===== src/rtl/river_pkg.sv =====
// Shared encodings for the river-crossing controller.
// Passenger codes, FSM states and position bit indices.
package river_pkg;

  localparam logic [1:0] P_NONE    = 2'b00;
  localparam logic [1:0] P_CABBAGE = 2'b01;
  localparam logic [1:0] P_GOAT    = 2'b10;
  localparam logic [1:0] P_WOLF    = 2'b11;

  localparam int F_BIT = 3;
  localparam int C_BIT = 2;
  localparam int G_BIT = 1;
  localparam int W_BIT = 0;

  localparam logic [3:0] F_MASK = 4'b1000;

  typedef enum logic [1:0] {
    PLAY,
    CROSS,
    LOST,
    WON
  } state_t;

  // One-hot pos mask of the character riding with the farmer.
  function automatic logic [3:0] pass_mask(
    input logic [1:0] p
  );
    logic [3:0] m;
    m = 4'b0000;
    unique case (p)
      P_CABBAGE: m[C_BIT] = 1'b1;
      P_GOAT:    m[G_BIT] = 1'b1;
      P_WOLF:    m[W_BIT] = 1'b1;
      default:   m = 4'b0000;
    endcase
    return m;
  endfunction

endpackage


===== src/rtl/crossing_alarm.sv =====
// Combinational unsafe-position checker.
// Goat left with cabbage or wolf without the farmer.
module crossing_alarm
  import river_pkg::*;
(
  input  logic [3:0] pos,
  output logic       unsafe
);

  logic goat_alone;
  logic goat_pair;

  assign goat_alone = pos[F_BIT] != pos[G_BIT];
  assign goat_pair  = (pos[G_BIT] == pos[C_BIT]) ||
                      (pos[G_BIT] == pos[W_BIT]);
  assign unsafe     = goat_alone && goat_pair;

endmodule


===== src/rtl/river_crossing_ctrl.sv =====
// River-crossing game sequencer: FSM, transit timer,
// position register and saturating move counter.
module river_crossing_ctrl
  import river_pkg::*;
#(
  parameter int CROSS_CYCLES = 4,
  parameter int MOVE_W       = 5
)
(
  input  logic              clk,
  input  logic              reset,
  input  logic              move_req,
  input  logic [1:0]        passenger,
  input  logic              restart,
  output logic [3:0]        pos,
  output logic              busy,
  output logic              alarm,
  output logic              won,
  output logic              illegal,
  output logic [MOVE_W-1:0] moves
);

  localparam int CNT_W =
    (CROSS_CYCLES > 1) ? $clog2(CROSS_CYCLES) : 1;
  localparam logic [CNT_W-1:0] CNT_LOAD =
    CNT_W'(CROSS_CYCLES - 1);

  state_t           state;
  logic [CNT_W-1:0] cnt;
  logic [1:0]       pass_q;
  logic [3:0]       npos;
  logic             unsafe;
  logic             legal;
  logic             with_farmer;

  assign with_farmer =
    (|(pos & pass_mask(passenger))) == pos[F_BIT];
  assign legal = (passenger == P_NONE) || with_farmer;
  assign npos  = pos ^ (F_MASK | pass_mask(pass_q));

  crossing_alarm u_alarm (
    .pos    (npos),
    .unsafe (unsafe)
  );

  always_ff @(posedge clk or posedge reset) begin
    if (reset) begin
      state   <= PLAY;
      cnt     <= '0;
      pass_q  <= P_NONE;
      pos     <= 4'b0000;
      busy    <= 1'b0;
      alarm   <= 1'b0;
      won     <= 1'b0;
      illegal <= 1'b0;
      moves   <= '0;
    end else if (restart) begin
      state   <= PLAY;
      cnt     <= '0;
      pass_q  <= P_NONE;
      pos     <= 4'b0000;
      busy    <= 1'b0;
      alarm   <= 1'b0;
      won     <= 1'b0;
      illegal <= 1'b0;
      moves   <= '0;
    end else begin
      illegal <= 1'b0;
      unique case (state)
        PLAY: begin
          if (move_req) begin
            if (legal) begin
              state  <= CROSS;
              cnt    <= CNT_LOAD;
              pass_q <= passenger;
              busy   <= 1'b1;
            end else begin
              illegal <= 1'b1;
            end
          end
        end
        CROSS: begin
          if (cnt == '0) begin
            pos  <= npos;
            busy <= 1'b0;
            if (moves != '1)
              moves <= moves + MOVE_W'(1);
            if (npos == 4'b1111) begin
              state <= WON;
              won   <= 1'b1;
            end else if (unsafe) begin
              state <= LOST;
              alarm <= 1'b1;
            end else begin
              state <= PLAY;
            end
          end else begin
            cnt <= cnt - CNT_W'(1);
          end
        end
        LOST: state <= LOST;
        WON:  state <= WON;
      endcase
    end
  end

endmodule


===== config.mk =====
export PLATFORM = sky130hd
export DESIGN_NAME = river_crossing_ctrl
export DESIGN_NICKNAME = d
export VERILOG_FILES = /design/src/rtl/river_pkg.sv /design/src/rtl/crossing_alarm.sv /design/src/rtl/river_crossing_ctrl.sv
export SDC_FILE = /design/constraint.sdc
export NUM_CORES = 1
export LEC_CHECK = 0
export ABC_AREA = 1
export BUFFER_PORTS_ARGS = -buffer_cell sky130_fd_sc_hd__buf_2
export CORE_MARGIN = 2
export CORE_UTILIZATION = 50
export CTS_CLUSTER_DIAMETER = 120
export DETAILED_ROUTE_END_ITERATION = 12
export PLACE_DENSITY = 0.81
export SLEW_MARGIN = 20
export SYNTH_ARGS = -nofsm -noshare
export SYNTH_HDL_FRONTEND = slang
export SYNTH_SLANG_ARGS = --single-unit

===== constraint.sdc =====
create_clock -name clk -period 2.1 [get_ports clk]
set_input_delay 0.21 -clock clk [delete_from_list [all_inputs] [get_ports clk]]
set_output_delay 0.21 -clock clk [all_outputs]
set_load 0.03 [all_outputs]

== Yosys cells after proc, flatten, opt, wreduce, memory -nomap -nowiden ==
Index checks and enable logic that the tools add are counted.

* Add/sub/neg operators: 2
* $mul: 0
* Divide/modulo/power cells: 0
* $lt $le $gt $ge: 0
* Equality and inequality tests: 20
* Shift operators: 0
* Multiplexer cells: 47
* Bitwise logic cells: 2
* Reduce and logical (&&, ||, !) cells: 24

{| class="wikitable"
|+ Operators with widths
! operator !! count
|-
| two-way mux 2 bit || 14
|-
| two-way mux 1 bit || 23
|-
| two-way mux 5 bit || 4
|-
| nonzero test 2 bit || 8
|-
| equality test 2 bit (second input constant) || 6
|-
| two-way mux 4 bit || 3
|-
| != test 3 bit (second input constant) || 4
|-
| AND reduction 3 bit || 4
|-
| AND reduction 4 bit || 3
|-
| case mux 2 bit (4 select lines) || 1
|-
| equality test 2 x 1 -> 1 bit (second input constant) || 3
|-
| zero test 2 bit || 3
|-
| adder 5 x 1 -> 5 bit (second input constant) || 1
|-
| != test 5 bit (second input constant) || 1
|-
| bitwise AND 4 x 3 -> 4 bit || 1
|-
| equality test 4 bit (second input constant) || 1
|-
| case mux 2 bit (2 select lines) || 1
|-
| OR reduction 4 bit || 1
|-
| bitwise XOR 4 bit || 1
|-
| equality test 1 bit || 3
|-
| nonzero test 3 bit || 1
|-
| logical OR 1 bit || 2
|-
| != test 2 bit (second input constant) || 1
|-
| case mux 1 bit (2 select lines) || 1
|-
| other kinds (4) || 4
|}

* Register bits after elaboration: 19
* Latch bits: 0
* Memory bits (writable): 0
* Bits in read-only memories: 0
* Logic and storage cells: 104
* Memories kept: 0

== Depth between registers and ports, before layout ==
Gate-level depths: netlist of run 1.

* Depth in word-level cells: 11
* Mapped depth: 11
* Gate-level depth less buffers: 11

== Modules after synthesis ==
A second synthesis of run 1 with hierarchy kept.

* Cell total of the unflattened synthesis: 155
* Area total of the unflattened synthesis: 1156.1 µm²

{| class="wikitable"
|+ By module, submodules not included
! module !! instances !! cells an instance !! area an instance (µm²)
|-
| river_crossing_ctrl || 1 || 146 || 1118.6
|-
| crossing_alarm || 1 || 9 || 37.5
|}

== Worst setup path before layout of run 1 ==
No wires, ideal clock.

* Kind: register to register
* Start point: register moves[0]
* End point: register moves[3]
* Setup time: 0.123 ns
* Data arrival time: 1.448 ns
* Required time: 1.977 ns
* Slack: 0.529 ns
* Cell stages (with the launch flop): 10
* Buffers on the path: 0
* Period minus slack after synthesis: 1.571 ns
* Cell sequence: dfrtp_1 -> ha_1 -> inv_1 -> nor3_1 -> ha_1 -> nand3b_4 -> inv_2 -> nand2_1 -> o21ai_1 -> a21oi_1

* Word-level cells in the longest chain between the ends: 5
* Elaborated cells on any way between the ends: 8
* Those cells by class: 1 x add/sub; 1 x eq/ne; 4 x mux; 2 x reduce/logical

{| class="wikitable"
|+ RTL lines
! what !! RTL line !! source
|-
| start: declaration || river_crossing_ctrl.sv:20 || <nowiki>output logic [MOVE_W-1:0] moves</nowiki>
|-
| start signal: assignment || river_crossing_ctrl.sv:87 || <nowiki>moves <= moves + MOVE_W'(1);</nowiki>
|-
| adder 5 x 1 -> 5 bit || river_crossing_ctrl.sv:87 ||
|-
| two-way mux 5 bit || river_crossing_ctrl.sv:86 || <nowiki>if (moves != '1)</nowiki>
|-
| two-way mux 5 bit || river_crossing_ctrl.sv:83 || <nowiki>if (cnt == '0) begin</nowiki>
|-
| two-way mux 5 bit || river_crossing_ctrl.sv:69 || <nowiki>unique case (state)</nowiki>
|-
| two-way mux 5 bit || river_crossing_ctrl.sv:57 || <nowiki>end else if (restart) begin</nowiki>
|}

Parallel ways exist; a longest one is shown, timed or not. The select of a mux whose other input is x is not followed.
A chain may end at the register's enable or synchronous reset.

== Worst setup path in the final report of run 1 ==
* Start point: register pass_q[1]
* End point: register state[1]

* Word-level cells in the longest chain between the ends: 11
* Elaborated cells on any way between the ends: 18
* Those cells by class: 7 x eq/ne; 8 x mux; 1 x bitwise; 2 x reduce/logical

{| class="wikitable"
|+ RTL lines
! what !! RTL line !! source
|-
| start: declaration || river_crossing_ctrl.sv:30 || <nowiki>logic [1:0] pass_q;</nowiki>
|-
| start signal: assignment || river_crossing_ctrl.sv:75 || <nowiki>pass_q <= passenger;</nowiki>
|-
| equality test 2 bit or equality test 2 x 1 -> 1 bit (tied branches) || river_pkg.sv:30 || <nowiki>unique case (p)</nowiki>
|-
| two-way mux 1 bit || river_pkg.sv:30 ||
|-
| bitwise XOR 4 bit * || river_crossing_ctrl.sv:39 || <nowiki>assign npos = pos ^ (F_MASK | pass_mask(pass_q));</nowiki>
|-
| equality test 1 bit, on equally long branches || crossing_alarm.sv:14, crossing_alarm.sv:15 ||
|-
| logical OR 1 bit || crossing_alarm.sv:14 || <nowiki>assign goat_pair = (pos[G_BIT] == pos[C_BIT]) ||</nowiki>
|-
| logical AND 1 bit || crossing_alarm.sv:16 || <nowiki>assign unsafe = goat_alone && goat_pair;</nowiki>
|-
| two-way mux 2 bit || river_crossing_ctrl.sv:91 || <nowiki>end else if (unsafe) begin</nowiki>
|-
| two-way mux 2 bit * || river_crossing_ctrl.sv:88 || <nowiki>if (npos == 4'b1111) begin</nowiki>
|-
| two-way mux 2 bit * || river_crossing_ctrl.sv:83 ||
|-
| case mux 2 bit (4 select lines) * || river_crossing_ctrl.sv:69 ||
|-
| two-way mux 2 bit * || river_crossing_ctrl.sv:57 ||
|-
| end signal: assignment || river_crossing_ctrl.sv:58 || <nowiki>state <= PLAY;</nowiki>
|-
| end signal: assignment || river_crossing_ctrl.sv:73 || <nowiki>state <= CROSS;</nowiki>
|-
| end signal: assignment || river_crossing_ctrl.sv:89 || <nowiki>state <= WON;</nowiki>
|-
| end: declaration || river_crossing_ctrl.sv:28 || <nowiki>state_t state;</nowiki>
|}

Mark *: on every way between the ends. The rest lies on a longest branch, timed or not. The select of a mux whose other input is x is not followed.

==> summary.txt, run 1 <==
Global route
  • Vias in the first global route: 954
  • Total GRT Usage: 20.4%
  • Global-route wire length before repair: 3.97 mm
  • Initial antenna violation count: 0
  • Largest net degree at the start of global routing: 20
  • Overflow after GRT: 0

Outcome
  • Status: finished, final reports clean

Clock network
  • Root Buffer: clkbuf_4
  • Clock latency on the worst-skew pair: 0.30 ns
  • CTS tree: yes
  • Htree depth: 1
  • # hold bufs at CTS: 0
  • CTS clk-pin slew, worst paths: 0.10 ns
  • Cts bufs inserted: 3
  • Clock sinks: 19
  • Gates resized, CTS repair: 0
  • Post-CTS Setup Bufs: 0
  • CTS max path bufs: 2

Power
  • Power Dens Cells: 1090 nW/um^2
  • Worst VDD drop: 0.579 mV
  • Pleak: ~0.75 nW

Critical path
  • Setup CP Type: reg -> reg
  • Worst setup SP type: flip-flop
  • Crit-path max FO: 5
  • Critical path's slowest cell: dfrtp_1
  • Cell mode on critical path: nand3_1
  • Register-to-Register Path Depth: 9
  • Critical path, cell by cell: nand2_2 -> xor2_2 -> inv_2 -> ha_1 -> nand3_1 -> nand3_1 -> nand2_1 -> o21ai_1 -> inv_1
  • Crit path DAT: 1.79 ns
  • Terminus of the critical flop-to-flop path: state[1]
  • WP buf/inv: 2
  • R2R Setup Slk: 0.51 ns
  • WP data required: between 2 and 2.5 ns
  • Critical path origin: pass_q[1]
  • Crit. End Element: flip-flop
  • Delay-heaviest family, CP: flip-flops
  • CP max stage delay: 0.45 ns
  • Reg2reg start: pass_q[1]

Cells and area
  • # fillers: 215
  • Syn-to-layout area delta: 12.2%
  • Most common library cell in the layout ignoring fill and taps: nand2_1
  • Share of layout cells above drive strength 1: 23.4%
  • # diodes: 0
  • Commonest cells after routing, fill and taps aside: 39 x nand2_1, 24 x inv_1, 19 x dfrtp_1
  • Nets: between 150 and 200

STA
  • Minimum clock period: 1.59 ns
  • Final setup vio count: 0
  • Total Negative Setup Slacks: 0 ns
  • FMAX: 629 MHz
  • RSZ-0062 raised after global routing: false
  • Slew of the pin with the lowest slew margin: about 0.70 ns
  • Final period utilization: 75.7%
  • Clk_skew: 0.00142 ns
  • Worst setup margin: 0.510 ns
  • Slew HR: 53.3%
  • Fin. Hold Viols: 0
  • Slew Limit Fails: 0

Placement
  • Final GP Congestion: about 0.86
  • PortBufs: 18
  • DPL Wire Length: 1.89 mm
  • Dpl ws: 0.521 ns

Routing
  • Via count: about 1100
  • DRC Markers: 0
  • Routed WL: 2.39 mm
  • Detail Route Antenna Nets: 0
  • Met3 WL: 97 um
  • Highest routed layer: met4
  • DR iter-0 viols: 18
  • Avg WL per Cell: 12.0 um
  • Met2 routed WL: roughly 1.2 mm
  • DR vias/cell: about 5.3
  • TritonRoute pass-1 iters: 4
  • Metal1 wirelength: between 1 and 1.5 mm

Floorplanning
  • Die X-Extent: 52.2 um
  • Die Footprint: 2730 um^2
  • I/O pin count: 19
  • Die Ht: approximately 52 um
  • Row count: 17
  • Starting Density: 52.5%
  • Std-Cell Core Area: between 2000 and 2500 um^2

Yosys
  • Ys Warns: 0
  • Post-synthesis net count: 160
  • Register bit total from synthesis: 19
  • Synth unique cells: 26
  • Synthesized area: about 1200 um^2
  • Seq/Total Area, Yosys: 40.9%
  • Synth Area per Inst: slightly below 8 um^2
  • Post-synthesis cell count: 150

Job
  • Number of max-cap violations: 0

Min path
  • Hold WC Path Type: in -> async
==> state kept, by name, summed over array words and instances, names as in the netlist <==
name,count
pass_q,2
state,2
cnt,2
illegal,1
busy,1
won,1
pos,4
alarm,1
moves,5
==> synthesized netlist by cell type <==
cell type / count / share of area, %
nand4_1: 6 / 3.2
o21ai_1: 4 / 1.7
nand2_2: 2 / 1.1
nand3b_4: 1 / 1.7
dfrtp_1: 19 / 41
nand2_4: 1 / 0.97
o22ai_1: 3 / 1.6
xor2_2: 1 / 1.4
nand3_1: 12 / 5.2
clkinv_2: 1 / 0.43
ha_1: 4 / 4.3
nand4_2: 1 / 1.1
inv_1: 24 / 7.8
o21ai_2: 1 / 0.75
a21oi_1: 2 / 0.86
o21ai_0: 6 / 2.6
nor2_1: 9 / 2.9
xor2_1: 1 / 0.75
nor2_2: 1 / 0.54
nand3_4: 1 / 1.5
inv_2: 5 / 1.6
buf_6: 1 / 0.97
nand2_1: 39 / 13
nand3b_2: 1 / 0.97
nand3_2: 2 / 1.7
nor3_1: 2 / 0.86
==> cells by family (layout without fill, tap and decap cells) <==
family	Yosys count	count (layout)	synth area share (%)
and+or+nand+nor	78	78	34.3
buffers and inverters	31	52	10.8
DFF	19	19	40.9
AOI/OAI and AO/OA	16	16	7.54
adders and majority gates	4	4	4.31
xor gates and xnor gates	2	2	2.15
==> through the flow <==
step | instance area, um^2 | hold WS, ns | total power, mW | utilization [%] | instances
2_1_floorplan | 1160 | 0.161 | 1.08 | - | 150
3_3_place_gp | 1280 | 0.349 | 1.21 | 57.7 | 195
3_5_place_dp | 1280 | 0.375 | 1.24 | 57.7 | 195
4_1_cts | 1300 | 0.0389 | 1.43 | 58.9 | 199
5_1_grt | 1300 | 0.0738 | 1.55 | 58.9 | 199
6_report | 1300 | 0.000678 | 1.42 | 58.9 | 199
==> per-layer routing <==
layer  vias up  global-route usage, %
met1       504                   26.1
li1        522                      -
met3         4                   2.57
met2        25                   34.6
met4         0                   8.97
met5         -                      0
==> layout make-up <==
class	instances	area (um^2)	area share, %
tap	28	35.0	2.69
timing repair buffer	18	90.1	6.91
clock buffer	3	22.5	1.73
clock inverter	1	5.00	0.384
sequential	19	475	36.5
inverter	30	114	8.73
multi-input combinational	100	562	43.1
==> worst max-delay path by stage <==
| stage | to | cells past startpoint | slack [ns] |
|---|---|---|---|
| after CTS | state[1] | 10 | 0.51 |
| after floorplan | moves[3] | 9 | 0.53 |
| after global routing | state[1] | 9 | 0.28 |
| final | state[1] | 9 | 0.51 |
| after global placement | state[1] | 9 | 0.58 |
| after detailed placement | state[1] | 9 | 0.52 |
==> power by group <==
part	internal, mW	switching [mW]
registers	0.453	0.0747
logic	0.227	0.481
clock network	0.0710	0.112
total	0.752	0.667
Power figures use the tool's default switching activity.
==> run 2, diff against run 1 <==
ABC_AREA = 0   (was 1)
clock period = 1.5 ns   (was 2.1 ns; I/O delays follow)
==> run 2 against run 1 <==
  * The flow now finishes with violations (setup timing)
  * Routed wire length rose by 8.0%
  * Clock-buffer cell count did not move
  * Register-to-register slack got worse by 0.52 ns
  * Die area fell by 4.7%
  * First-iteration DRC count fell by 11%
  * Fmax rose by 5.2%
  * Core utilization rose by 11 points
  * Flip-flop and latch count did not move
  * Synthesized area fell by 5.1%
  * Sequential share of layout area fell by 4.3 points
  * Non-clock buffer count rose by 23
  * Sequential power rose by 31%
  * Largest cell class unchanged
  * Highest routed layer unchanged
==> summary.txt, run 2 <==
Outcome
  • Status: finished, violations left
  • Failing checks: setup timing

Critical path
  • Crit path DAT: 1.71 ns
  • Terminus of the critical flop-to-flop path: moves[3]
  • WP buf/inv: 0
  • CP max stage delay: 0.45 ns
  • WP depth: 7
  • Setup CP Type: reg -> reg
  • Reg2reg start: moves[1]
  • Register-to-Register Path Depth: 7
  • Worst setup SP type: flip-flop
  • Delay-heaviest family, CP: simple AND/OR/NAND/NOR gates
  • R2R Setup Slk: -0.01 ns
  • Crit-path max FO: 4
  • WP data required: 1.70 ns
  • Critical path, cell by cell: ha_4 -> and3_4 -> ha_4 -> nor2_4 -> nand4_1 -> xor2_1 -> nor2_1
  • Critical path's slowest cell: dfrtp_2
  • Crit. End Element: flip-flop
  • Cell mode on critical path: ha_4

Power
  • Worst VDD drop: 0.813 mV
  • Pwr Total: 1.84 mW
  • Pleak: 0.756 nW
  • Power Dens Cells: 1230 nW/um^2

Placement
  • PortBufs: 18
  • Final GP Congestion: 0.804
  • DPL Wire Length: 1.69 mm
  • Post-placement cell count: between 150 and 200
  • Placed inst area: 1300 um^2

Cells and area
  • Share of layout cells above drive strength 1: between 40% and 50%
  • Commonest cells after routing, fill and taps aside: 22 x buf_4, 18 x buf_2, 14 x dfrtp_1
  • # diodes: 0
  • Syn-to-layout area delta: 35.5%
  • Layout Cells excl Fill: 181
  • Number of flip-flops in the largest register: 5
  • Largest register by flop count: moves
  • Most common library cell in the layout ignoring fill and taps: buf_4
  • Nets: between 150 and 200
  • Final Cell Area: 1500 um^2
  • Largest registers: moves (5), pos (4)

Floorplanning
  • Die X-Extent: 51.0 um
  • Die Footprint: 2600 um^2
  • I/O pin count: 19
  • Std-Cell Core Area: 2150 um^2
  • Die Ht: 51.0 um
  • Starting Density: 51.4%
  • Row count: 17

Yosys
  • Async SR Flop Fraction: 100%
  • Primary FF master, synth: dfrtp_1
  • Dominant cell type by area after synthesis: dfrtp_1
  • Synth unique cells: 36
  • Synth Area per Inst: 9.77 um^2
  • Number of synthesized flops with an enable pin: 0
  • Top post-synthesis cells by count: 19 x dfrtp_1, 12 x a21oi_1, 12 x nor2_1
  • Post-synthesis net count: around 120
  • Ys Warns: 0
  • Post-synthesis cell count: 113
  • Synthesized area: approximately 1100 um^2
  • Yosys top cell area share: 43.1%
  • Seq/Total Area, Yosys: approximately 43%
  • Count leader, synth: dfrtp_1
  • Top cells by area, synth: dfrtp_1 43%, a21oi_1 5.4%, xor2_1 4.8%, ha_1 4.5%, nor2_1 4.1%
  • Register bit total from synthesis: 19

Global route
  • Vias in the first global route: about 910
  • Overflow after GRT: 0
  • Initial antenna violation count: 0
  • Global-route wire length before repair: 3.94 mm
  • Largest net degree at the start of global routing: 18
  • Total GRT Usage: 20.1%

Routing
  • DR iter-0 viols: 16
  • DRC Markers: 0
  • TritonRoute pass-1 iters: 4
  • DR vias/cell: 5.27
  • Routed WL: 2.58 mm
  • Avg WL per Cell: between 10 and 15 um
  • Detail Route Antenna Nets: 0
  • Via count: 954

Clock network
  • CTS max path bufs: 2
  • Clock sinks: 19
  • Clock latency on the worst-skew pair: roughly 0.30 ns
  • Htree depth: 1
  • Root Buffer: clkbuf_4
  • CTS tree: yes
  • Cts bufs inserted: 3
  • CTS clk-pin slew, worst paths: roughly 0.11 ns

Min path
  • Hold EP: pos[0]
  • Hold WC Path Type: in -> reg
  • Min-delay src: restart
  • Hold Path Stages: 2

STA
  • Final period utilization: 101%
  • Hold Slack: about 0.10 ns
  • Fin. Hold Viols: 0
  • Final setup vio count: 3
  • FMAX: 662 MHz
  • Slew Limit Fails: 0
  • Minimum clock period: 1.51 ns
  • Clk_skew: 0.00150 ns
  • Slew of the pin with the lowest slew margin: 0.359 ns
  • RSZ-0062 raised after global routing: true
  • Worst setup margin: -0.0116 ns
  • Slew HR: about three quarters

Job
  • Number of max-cap violations: 0
==> run 2: logic make-up after synthesis <==
| group | share of synthesized area (%) |
|---|---|
| AO/OA/AOI/OAI | 14.7 |
| adder cells (fa/ha/maj) | 4.54 |
| AND/OR/NAND/NOR | 19.6 |
| XOR/XNOR | 10.2 |
| flip-flops | 43.1 |
| buffers and inverters | 4.99 |
| multiplexers | 2.83 |
==> run 2: worst max-delay path by stage <==
stage / start / endpoint / slack (ns)
4_1_cts: pos[0] / pass_q[0] / -0.004
5_1_grt: moves[1] / moves[3] / -0.1
6_report: moves[1] / moves[3] / -0.01
3_3_place_gp: cnt[0] / cnt[0] / 0.009
3_5_place_dp: cnt[0] / cnt[0] / -0.04
2_1_floorplan: moves[1] / moves[3] / -0.04
==> run 2: per-stage QoR <==
step	util (%)	worst slack, ns	setup TNS [ns]
floorplan	-	-0.0428	-0.0454
global placement	60.4	0.00851	0
detailed placement	60.4	-0.0351	-0.0773
CTS	64.5	-0.00367	-0.00367
global route	69.6	-0.0983	-0.687
finish	69.6	-0.0116	-0.0322
==> run 2: final cells by class <==
class	instances	area, um^2
clock buffer	3	22.5
multi-input combinational	83	663
inverter	6	22.5
sequential	19	482
clock inverter	1	5.00
tap	28	35.0
fill	171	653
timing repair buffer	41	265
==> run 2: repair_timing <==
action,4_1_cts,5_1_grt
pin swaps,3,3
endpoints found under the hold margin,6,0
gates resized for setup,4,10
setup buffers,3,10
hold buffers,1,0
endpoints found under the setup margin,7,15
==> run 2: routing by layer <==
metal | part of all wire [%] | GRT usage (%)
met1 | 43 | 25.5
met2 | 51 | 34.4
met3 | 3.4 | 3.51
met4 | 1.9 | 6.76
met5 | 0 | 0
==> run 2: power breakdown <==
group | internal [mW] | total (mW) | switching (mW)
combinational | 0.432 | 0.876 | 0.444
clock | 0.0995 | 0.268 | 0.169
sequential | 0.591 | 0.694 | 0.102
total | 1.12 | 1.84 | 0.715
==> run 2: worst reg2reg max path: cells and delay by family, from the launching register on <==
| kind | cells | cell delay, ns |
|---|---|---|
| adders and majority gates | 2 | 0.34 |
| and+or+nand+nor | 4 | 0.48 |
| DFF | 1 | 0.45 |
| xor gates and xnor gates | 1 | 0.15 |
